$ cat config.mk
export PLATFORM = sky130hd
export DESIGN_NAME = rr_grant_ctrl_flat
export DESIGN_NICKNAME = d
export VERILOG_FILES = /design/src/rtl/rr_grant_ctrl_pkg.sv /design/src/rtl/rr_grant_ctrl_if.sv /design/src/rtl/rr_grant_ctrl_onehot_to_bin.sv /design/src/rtl/rr_grant_ctrl.sv /design/src/flat_wrapper.sv
export SDC_FILE = /design/constraint.sdc
export NUM_CORES = 1
export LEC_CHECK = 0
export ABC_CLOCK_PERIOD_IN_PS = 4100
export CORE_MARGIN = 5
export CORE_UTILIZATION = 55
export CTS_BUF_LIST = sky130_fd_sc_hd__clkbuf_2
export DETAILED_ROUTE_END_ITERATION = 16
export GPL_TIMING_DRIVEN = 0
export HOLD_SLACK_MARGIN = 0.06
export PLACE_DENSITY = 0.79
export RECOVER_POWER = 25
export SETUP_SLACK_MARGIN = 0.3
export SLEW_MARGIN = 20
export SYNTH_ARGS = -nofsm -noshare
export SYNTH_HDL_FRONTEND = slang
export SYNTH_SLANG_ARGS = --single-unit
export TNS_END_PERCENT = 100
$ cat constraint.sdc
create_clock -name clk -period 4.1 [get_ports clk]
set_clock_uncertainty 0.05 [all_clocks]
set_input_delay 0.82 -clock clk [delete_from_list [all_inputs] [get_ports clk]]
set_output_delay 0.82 -clock clk [all_outputs]
set_load 0.05 [all_outputs]
$ cat src/rtl/rr_grant_ctrl_pkg.sv
// Shared defaults and state encoding for the round-robin grant controller.
package arb_pkg;
    localparam int N_DEF        = 8;
    localparam int IDX_W_DEF    = 3;
    localparam int MAX_HOLD_DEF = 16;

    typedef enum logic {ST_IDLE, ST_GRANT} state_e;
endpackage

$ cat src/rtl/rr_grant_ctrl_if.sv
// Request/grant bundle between requesters (master) and the arbiter (slave).
interface rr_grant_ctrl_if #(
    parameter int N     = 8,
    parameter int IDX_W = 3
);
    logic [N-1:0]     req;
    logic             done;
    logic [N-1:0]     gnt;
    logic [IDX_W-1:0] gnt_idx;
    logic             gnt_vld;
    logic             err_timeout;

    modport master (output req, done, input gnt, gnt_idx, gnt_vld, err_timeout);
    modport slave  (input req, done, output gnt, gnt_idx, gnt_vld, err_timeout);
endinterface

$ cat src/rtl/rr_grant_ctrl_onehot_to_bin.sv
// One-hot to binary encoder; an all-zero input encodes to 0.
module onehot_to_bin #(
    parameter int N     = 8,
    parameter int IDX_W = 3
) (
    input  logic [N-1:0]     oh,
    output logic [IDX_W-1:0] idx
);
    // OR of the set positions: exact for one-hot, 0 for zero input
    always_comb begin
        idx = '0;
        for (int i = 0; i < N; i++)
            if (oh[i]) idx = idx | IDX_W'(i);
    end
endmodule

$ cat src/rtl/rr_grant_ctrl.sv
// Round-robin arbiter: rotating priority, registered one-hot grant held until
// done or the hold limit, with a one-cycle pulse on forced release.
module rr_grant_ctrl
    import arb_pkg::*;
#(
    parameter int N        = N_DEF,
    parameter int IDX_W    = IDX_W_DEF,
    parameter int MAX_HOLD = MAX_HOLD_DEF
) (
    input logic            clk,
    input logic            rst,
    rr_grant_ctrl_if.slave bus
);
    localparam int HC_W = (MAX_HOLD > 2) ? $clog2(MAX_HOLD) : 1;

    state_e           state;
    logic [N-1:0]     gnt_q;
    logic             vld_q;
    logic             err_q;
    logic [IDX_W-1:0] ptr;
    logic [IDX_W-1:0] idx;
    logic [IDX_W-1:0] nxt_ptr;
    logic [HC_W-1:0]  hold_cnt;
    logic [N-1:0]     pick_cur;
    logic [N-1:0]     pick_nxt;
    logic             at_limit;
    logic             release_g;

    // First set request scanning base, base+1, ... with wrap
    function automatic logic [N-1:0] pick(input logic [N-1:0] r, input logic [IDX_W-1:0] base);
        logic [N-1:0] oh;
        logic         found;
        int           j;
        oh    = '0;
        found = 1'b0;
        for (int i = 0; i < N; i++) begin
            j = (int'(base) + i) % N;
            if (!found && r[j]) begin
                oh[j] = 1'b1;
                found = 1'b1;
            end
        end
        return oh;
    endfunction

    onehot_to_bin #(.N(N), .IDX_W(IDX_W)) u_enc (.oh(gnt_q), .idx(idx));

    assign nxt_ptr   = (idx == IDX_W'(N - 1)) ? '0 : idx + 1'b1;
    assign pick_cur  = pick(bus.req, ptr);
    assign pick_nxt  = pick(bus.req, nxt_ptr);
    assign at_limit  = (MAX_HOLD != 0) && (hold_cnt == HC_W'(MAX_HOLD - 1));
    assign release_g = bus.done || at_limit;

    always_ff @(posedge clk) begin
        if (rst) begin
            state    <= ST_IDLE;
            gnt_q    <= '0;
            vld_q    <= 1'b0;
            err_q    <= 1'b0;
            ptr      <= '0;
            hold_cnt <= '0;
        end else begin
            err_q <= 1'b0;
            case (state)
                ST_IDLE: begin
                    if (|bus.req) begin
                        state    <= ST_GRANT;
                        gnt_q    <= pick_cur;
                        vld_q    <= 1'b1;
                        hold_cnt <= '0;
                    end
                end
                ST_GRANT: begin
                    if (release_g) begin
                        // done on the limit edge counts as a normal release
                        err_q    <= at_limit && !bus.done;
                        ptr      <= nxt_ptr;
                        hold_cnt <= '0;
                        if (|bus.req) begin
                            gnt_q <= pick_nxt;
                        end else begin
                            state <= ST_IDLE;
                            gnt_q <= '0;
                            vld_q <= 1'b0;
                        end
                    end else begin
                        hold_cnt <= hold_cnt + 1'b1;
                    end
                end
                default: begin
                    state <= ST_IDLE;
                    gnt_q <= '0;
                    vld_q <= 1'b0;
                end
            endcase
        end
    end

    assign bus.gnt         = gnt_q;
    assign bus.gnt_idx     = idx;
    assign bus.gnt_vld     = vld_q;
    assign bus.err_timeout = err_q;
endmodule

$ cat src/flat_wrapper.sv
// flat-port wrapper written by rule: the top's interface ports become plain ports
module rr_grant_ctrl_flat import arb_pkg::*;
#(
    parameter int N        = N_DEF,
    parameter int IDX_W    = IDX_W_DEF,
    parameter int MAX_HOLD = MAX_HOLD_DEF
)
  (clk, rst, bus_req, bus_done, bus_gnt, bus_gnt_idx, bus_gnt_vld, bus_err_timeout);
  rr_grant_ctrl_if #(.N(N), .IDX_W(IDX_W)) bus_i ();
  input logic clk;
  input logic rst;
  input wire logic [$bits(bus_i.req)-1:0] bus_req;
  input wire logic [$bits(bus_i.done)-1:0] bus_done;
  output wire logic [$bits(bus_i.gnt)-1:0] bus_gnt;
  output wire logic [$bits(bus_i.gnt_idx)-1:0] bus_gnt_idx;
  output wire logic [$bits(bus_i.gnt_vld)-1:0] bus_gnt_vld;
  output wire logic [$bits(bus_i.err_timeout)-1:0] bus_err_timeout;
  assign bus_i.req = bus_req;
  assign bus_i.done = bus_done;
  assign bus_gnt = bus_i.gnt;
  assign bus_gnt_idx = bus_i.gnt_idx;
  assign bus_gnt_vld = bus_i.gnt_vld;
  assign bus_err_timeout = bus_i.err_timeout;
  rr_grant_ctrl #(.N(N), .IDX_W(IDX_W), .MAX_HOLD(MAX_HOLD)) u_core (.clk(clk), .rst(rst), .bus(bus_i));
endmodule
======== Word-level counts from Yosys, hierarchy flattened ========
Cells that the tools add are included.
storage, ports and cells
  bits in registers ....................... 18
  bits of input ports ..................... 11
  output and inout port bits .............. 13
  logic and storage cells ................. 285
operators by class
  add/subtract/negate cells ............... 16
  order comparisons ....................... 32
  equal/unequal tests ..................... 5
  muxes and demuxes ....................... 130
  bitwise operators ....................... 30
  reduce and logical (&&, ||, !) cells .... 66
operator list
  kind                                                 number
  2-to-1 mux 8 bit                                     19
  bitwise OR 8 bit                                     14
  < comparator 4 x 5 -> 1 bit, second input constant   14
  2-to-1 mux 1 bit                                     66
  >= comparator 4 x 1 -> 1 bit, second input constant  14
  binary-select mux 1 bit (select 3 bit)               16
  demux 1 bit (select 3 bit)                           16
  OR reduction 3 bit                                   15
  logical AND 1 bit                                    31
  adder 3 bit, second input constant                   8
  case mux 8 bit (2 select lines)                      1
  logical NOT 1 bit                                    15
  2-to-1 mux 3 bit                                     5
  bitwise AND 1 bit, first input constant              14
  adder 3 x 2 -> 3 bit, second input constant          4
  adder 3 x 1 -> 3 bit, second input constant          3
  < comparator 3 x 4 -> 1 bit, second input constant   2
  2-to-1 mux 4 bit                                     2
  case mux 4 bit (2 select lines)                      1
  OR reduction 8 bit                                   1
  >= comparator 3 x 1 -> 1 bit, second input constant  2
  adder 4 x 1 -> 4 bit, second input constant          1
  equality test 4 bit, second input constant           1
  2-to-1 mux 2 bit                                     2
  8 further kinds                                      12

======== Logic depth before layout (Yosys ltp) ========
  word-level depth ........................ 38
  gate-level depth with buffers ........... 17
  gate-level depth less buffers ........... 13

======== Modules after synthesis ========
Synthesis repeated with hierarchy kept, for this count alone.
second synthesis, totals
  cell total of the unflattened synthesis .. 380
  area total of the unflattened synthesis .. 3039.2 um^2
by module, submodules not included
  module         instances  cells an instance  area an instance (um^2)  sequential area each (um^2)
  rr_grant_ctrl  1          377                3016.6                   360.3
  onehot_to_bin  1          3                  22.5                     0.0

======== Least setup slack after synthesis ========
No wires, ideal clock.
  path kind ............................... register -> register
  start point ............................. register u_core.gnt_q[5] (netlist: u_core.bus.gnt[5])
  end point ............................... register u_core.gnt_q[6] (netlist: u_core.bus.gnt[6])
  library setup time ...................... 0.087 ns
  arrival ................................. 4.175 ns
  data required time ...................... 3.963 ns
  setup slack ............................. -0.212 ns
  stages on the path, launching flop included .. 16
  path buffers ............................ 3
  clock period less this slack ............ 4.312 ns
  path through ............................ dfxtp_1 -> or4_1 -> buf_6 -> buf_2 -> ha_1 -> xnor2_2 -> inv_1 -> ha_1 -> inv_1 -> mux4_2 -> o21ai_2 -> or3_1 -> buf_6 -> nor4_4 -> nor4_1 -> o31ai_1
on the way
  longest elaborated chain between the ends .. 32
  elaborated cells between the ends (all ways) .. 129
  those cells by class .................... 8 x add/sub; 16 x order compare; 1 x eq/ne; 61 x mux; 14 x bitwise; 29 x reduce/logical
RTL lines
  what                                                                                  line                               source
  start, declared                                                                       rr_grant_ctrl.sv:17                logic [N-1:0] gnt_q;
  start signal, assigned                                                                rr_grant_ctrl.sv:68                gnt_q <= pick_cur;
  start signal, assigned                                                                rr_grant_ctrl.sv:80                gnt_q <= pick_nxt;
  2-to-1 mux 3 bit * (3 in series)                                                      rr_grant_ctrl_onehot_to_bin.sv:13  if (oh[i]) idx = idx | IDX_W'(i);
  named net bus_gnt_idx[0]                                                              flat_wrapper.sv:15                 output wire logic [$bits(bus_i.gnt_idx)-1:0] bus_gnt_idx;
  adder 3 x 1 -> 3 bit or equality test 3 bit (tied branches)                           rr_grant_ctrl.sv:48                assign nxt_ptr = (idx == IDX_W'(N - 1)) ? '0 : idx + 1'b1;
  2-to-1 mux 3 bit *                                                                    rr_grant_ctrl.sv:48
  named net u_core.nxt_ptr[2]                                                           rr_grant_ctrl.sv:22                logic [IDX_W-1:0] nxt_ptr;
  parallel branches: the longest is 23 deep, another holds < comparator 4 x 5 -> 1 bit  n/a
  2-to-1 mux 8 bit *                                                                    rr_grant_ctrl.sv:38                if (!found && r[j]) begin
  2-to-1 mux 8 bit *                                                                    rr_grant_ctrl.sv:79                if (|bus.req) begin
  2-to-1 mux 8 bit *                                                                    rr_grant_ctrl.sv:74                if (release_g) begin
  case mux 8 bit (2 select lines) *                                                     rr_grant_ctrl.sv:64                case (state)
Mark *: on every way through the listed nets, which the timed path passes. The select of a mux whose other input is x is not followed.
A chain may end at the register's enable or synchronous reset.

======== Worst setup path after layout ========
  start point ............................. register u_core.gnt_q[3] (netlist: u_core.bus.gnt[3])
  end point ............................... register u_core.gnt_q[5] (netlist: u_core.bus.gnt[5])
on the way
  longest elaborated chain between the ends .. 34
  elaborated cells between the ends (all ways) .. 131
  those cells by class .................... 8 x add/sub; 16 x order compare; 1 x eq/ne; 63 x mux; 14 x bitwise; 29 x reduce/logical
RTL lines
  what                                                                                  line
  2-to-1 mux 2 bit *                                                                    rr_grant_ctrl_onehot_to_bin.sv:13
  2-to-1 mux 3 bit * (4 in series)                                                      rr_grant_ctrl_onehot_to_bin.sv:13
  adder 3 x 1 -> 3 bit or equality test 3 bit (tied branches)                           rr_grant_ctrl.sv:48
  2-to-1 mux 3 bit *                                                                    rr_grant_ctrl.sv:48
  named net u_core.nxt_ptr[2]                                                           rr_grant_ctrl.sv:22
  parallel branches: the longest is 23 deep, another holds < comparator 4 x 5 -> 1 bit  n/a
  2-to-1 mux 8 bit *                                                                    rr_grant_ctrl.sv:38
  2-to-1 mux 8 bit *                                                                    rr_grant_ctrl.sv:79
  2-to-1 mux 8 bit *                                                                    rr_grant_ctrl.sv:74
  case mux 8 bit (2 select lines) *                                                     rr_grant_ctrl.sv:64
Marked as above.

==> metrics.md <==
| Metric | Value |
|---|---|
| Status | completed |
| CTS tree | built |
| Placeable core area | 0.00511 mm² |
| Buffers on Ports | 23 |
| Setup TNS | 0 ns |
| DP Area | approximately 0.0033 mm² |
| Vias in the first global route | about 2800 |
| Filler cells | 409 |
| GP Congestion | 0.917 |
| Number of synthesized flops with an enable pin | 0 |
| Max cap viols | 0 |
| DR iter-0 viols | 275 |
| CTS Buffer Depth | 2 |
| Diode count | 0 |
| Residual DRC count | 0 |
| RSZ-0062 raised after global routing | false |
| WL/cell | 18.7 µm |
| HP Class | reg -> reg |
| Root Driver | clkbuf_2 |
| Largest net degree at the start of global routing | 13 |
| #FFs+latches synth | 18 |
| Fmax | 271 MHz |
| Ys async rst share | 0 |
| CP Max Fanout | 12 |
| Routed wl met2 | 4470 µm |
| Nets | 426 |
| Syn nets | about 380 |
| Clk slew on worst S/H paths | 0.17 ns |
| Crit share post-route | 0.900 |
| Yosys warnings | 0 |
| Area grow syn2layout | 28.2% |
| Arr. time, crit path | around 3.9 ns |
| Vias/cell | 6.54 |
| Final hold vios | 0 |
| # hold bufs at CTS | 0 |
| Worst-Margin Slew | 0.609 ns |
| Element type at the critical path start | flip-flop |
| Die area | 0.00683 mm² |
| Share of layout cells above drive strength 1 | 0.308 |
| Synth area leader | dfxtp_1 |
| # rows | 26 |
| CTS Buf Count | 3 |
| Metal-1 WL | between 3000 and 4000 µm |
| Top sig layer | met4 |
| First-pass GRT wire length | 13600 µm |
| Max-slew violations | 0 |
| Length of routed met3 wiring | ~590 µm |
| Final Non-Filler Cells | 470 |
| Clk Latency, worst-skew pair | around 0.3 ns |
| Top Ports | 24 |
| Via count | just over 3000 |
| Critical path class | reg -> reg |
| Post-synthesis sequential area ratio | 0.124 |
| Total congestion overflow | 0 |
| Synth area leaders | dfxtp_1 12%, mux4_2 12%, mux2i_1 8.6% |
| Initial antenna violation count | 0 |
| Post-DP HPWL | 6300 µm |
| Slew HR | 0.590 |
| Inst Count DP | ~450 |
| CP endpoint kind | flip-flop |
| Pre-antenna DRT Iters | 5 |
| Post-layout minimum cycle time | 3.69 ns |
| Final Setup Violations | 0 |
| WHS | 0.426 ns |
| Final WL | 8790 µm |
| DIE WIDTH | 82.6 µm |
| Synthesized area per cell | 8.22 µm² |
| ANT nets after route | 0 |
| Worst endpoint required time | about 4.3 ns |
| Die height | between 80 and 90 µm |
| Post-Syn Area | 0.00290 mm² |
| Initial Util | 0.568 |
| GRT Total Usage | 0.254 |
| CTS H-tree depth | 1 |
| Yosys top cell area share | 0.124 |
| CTS sink count | 18 |
| Design area | 0.00372 mm² |
| Mapped Cells | 353 |
| Netlist cell types | 62 |
| Top_reg_cell synth | dfxtp_1 |
-- cells in the mapped netlist (2+ instances only) --
cell type and number:
nand3_1 8, o32ai_1 2, nor3_2 2, o21ai_0 16, o31ai_1 7, dfxtp_1 18, buf_1 2, nor2_1 37
nor3b_1 2, o22ai_1 2, nor4_4 2, nand2b_1 3, mux2i_1 25, nor3_1 17, mux2_2 7, a221oi_1 3
inv_1 8, or4_1 2, nor2b_1 6, o221ai_1 7, nor4b_4 2, and2_1 6, nor4_1 9, buf_2 6
a32oi_1 2, or3_1 4, a22oi_1 2, and3_1 3, a222oi_1 2, a211oi_1 7, clkbuf_1 16, a211oi_2 3
a31oi_1 3, nand4_1 2, ha_1 14, xnor2_1 7, a21oi_1 17, nand2_1 30, a221o_1 3, buf_6 2
mux4_2 16
-- flip-flops by register name (all words and copies together), names as in the netlist --
name,flops
u_core.bus.gnt_vld,1
u_core.bus.err_timeout,1
u_core.hold_cnt,4
u_core.ptr,3
u_core.bus.gnt,8
u_core.state,1
-- timing repair --
item                       in CTS  in global routing
setup buffers                   3                 16
hold endpoints to repair        0                  0
gates cloned                    0                  1
resized for setup              21                 51
setup endpoints to repair       8                  8
pin swaps                       2                 20
-- per-stage QoR --
| step | setup WS [ns] | utilization |
|---|---|---|
| after floorplan | 0.319 | - |
| after global placement | -0.115 | 0.639 |
| after detailed placement | -0.129 | 0.639 |
| after CTS | 0.272 | 0.663 |
| after global routing | 0.251 | 0.728 |
| final | 0.409 | 0.728 |
-- path summary, 6_finish.rpt --
check	end	cells after the start	start	slack (ns)
max reg2reg	u_core.bus.gnt[5]$_SDFFE_PP0P_	15	u_core.bus.gnt[3]$_SDFFE_PP0P_	0.41
min	u_core.hold_cnt[3]$_SDFFE_PP0P_	1	u_core.hold_cnt[3]$_SDFFE_PP0P_	0.43
max	u_core.bus.gnt[5]$_SDFFE_PP0P_	15	u_core.bus.gnt[3]$_SDFFE_PP0P_	0.41
min reg2reg	u_core.hold_cnt[3]$_SDFFE_PP0P_	1	u_core.hold_cnt[3]$_SDFFE_PP0P_	0.43
-- metal layers --
metal	global-route usage	up-vias
met2	0.441	134
met3	0.0282	12
met5	0	-
met4	0.0588	0
met1	0.338	1471
li1	-	1458
-- worst max-delay path: stages (launching register included) --
cell and delay [ns]:
dfxtp_1 0.38, or4_4 0.56, buf_8 0.16, buf_6 0.15, ha_4 0.19, xnor2_4 0.16, inv_2 0.07, ha_4 0.27
inv_2 0.06, mux4_2 0.40, o21ai_4 0.09, or3_4 0.37, buf_6 0.15, nor4_4 0.16, nor4_1 0.08, o31ai_1 0.28
-- cells by family after synthesis --
family                   after synthesis  synth area share
AO/OA/AOI/OAI                         85             0.212
XOR/XNOR                               9            0.0298
adder cells (fa/ha/maj)               14            0.0604
buffers and inverters                 38            0.0664
flip-flops                            18             0.124
multiplexers                          49             0.243
AND/OR/NAND/NOR                      140             0.265
-- placed cells by master, fill, tap and decap left out, drive strengths merged, types with 4 or more instances in the layout --
cell	synthesis	final
nand2	30	30
a21oi	18	18
xnor2	8	8
o221ai	7	7
a211oi	10	10
and2	7	7
clkbuf	16	21
mux2	8	8
nor2b	6	6
buf	12	31
ha	14	14
o31ai	7	7
nand3	8	8
mux4	16	16
inv	10	9
nor3	19	19
mux2i	25	25
dlygate4sd3	0	5
dfxtp	18	18
or3	4	4
nor2	37	37
o21ai	18	18
clkdlybuf4s50	0	18
nor4	11	11
-- area by class of cell --
| type | count | area, µm² | area share |
|---|---|---|---|
| plain buffers | 28 | 231 | 0.0622 |
| clock buffers | 4 | 20.0 | 0.00538 |
| inverters | 10 | 48.8 | 0.0131 |
| multi-input cells | 297 | 2570 | 0.690 |
| flip-flops and latches | 18 | 368 | 0.0989 |
| well taps | 70 | 87.6 | 0.0235 |
| repair buffers | 43 | 398 | 0.107 |
Power is left out: the tool's default activity adds up to more than one toggle a clock period on the data nets, which glitch-free logic cannot reach.
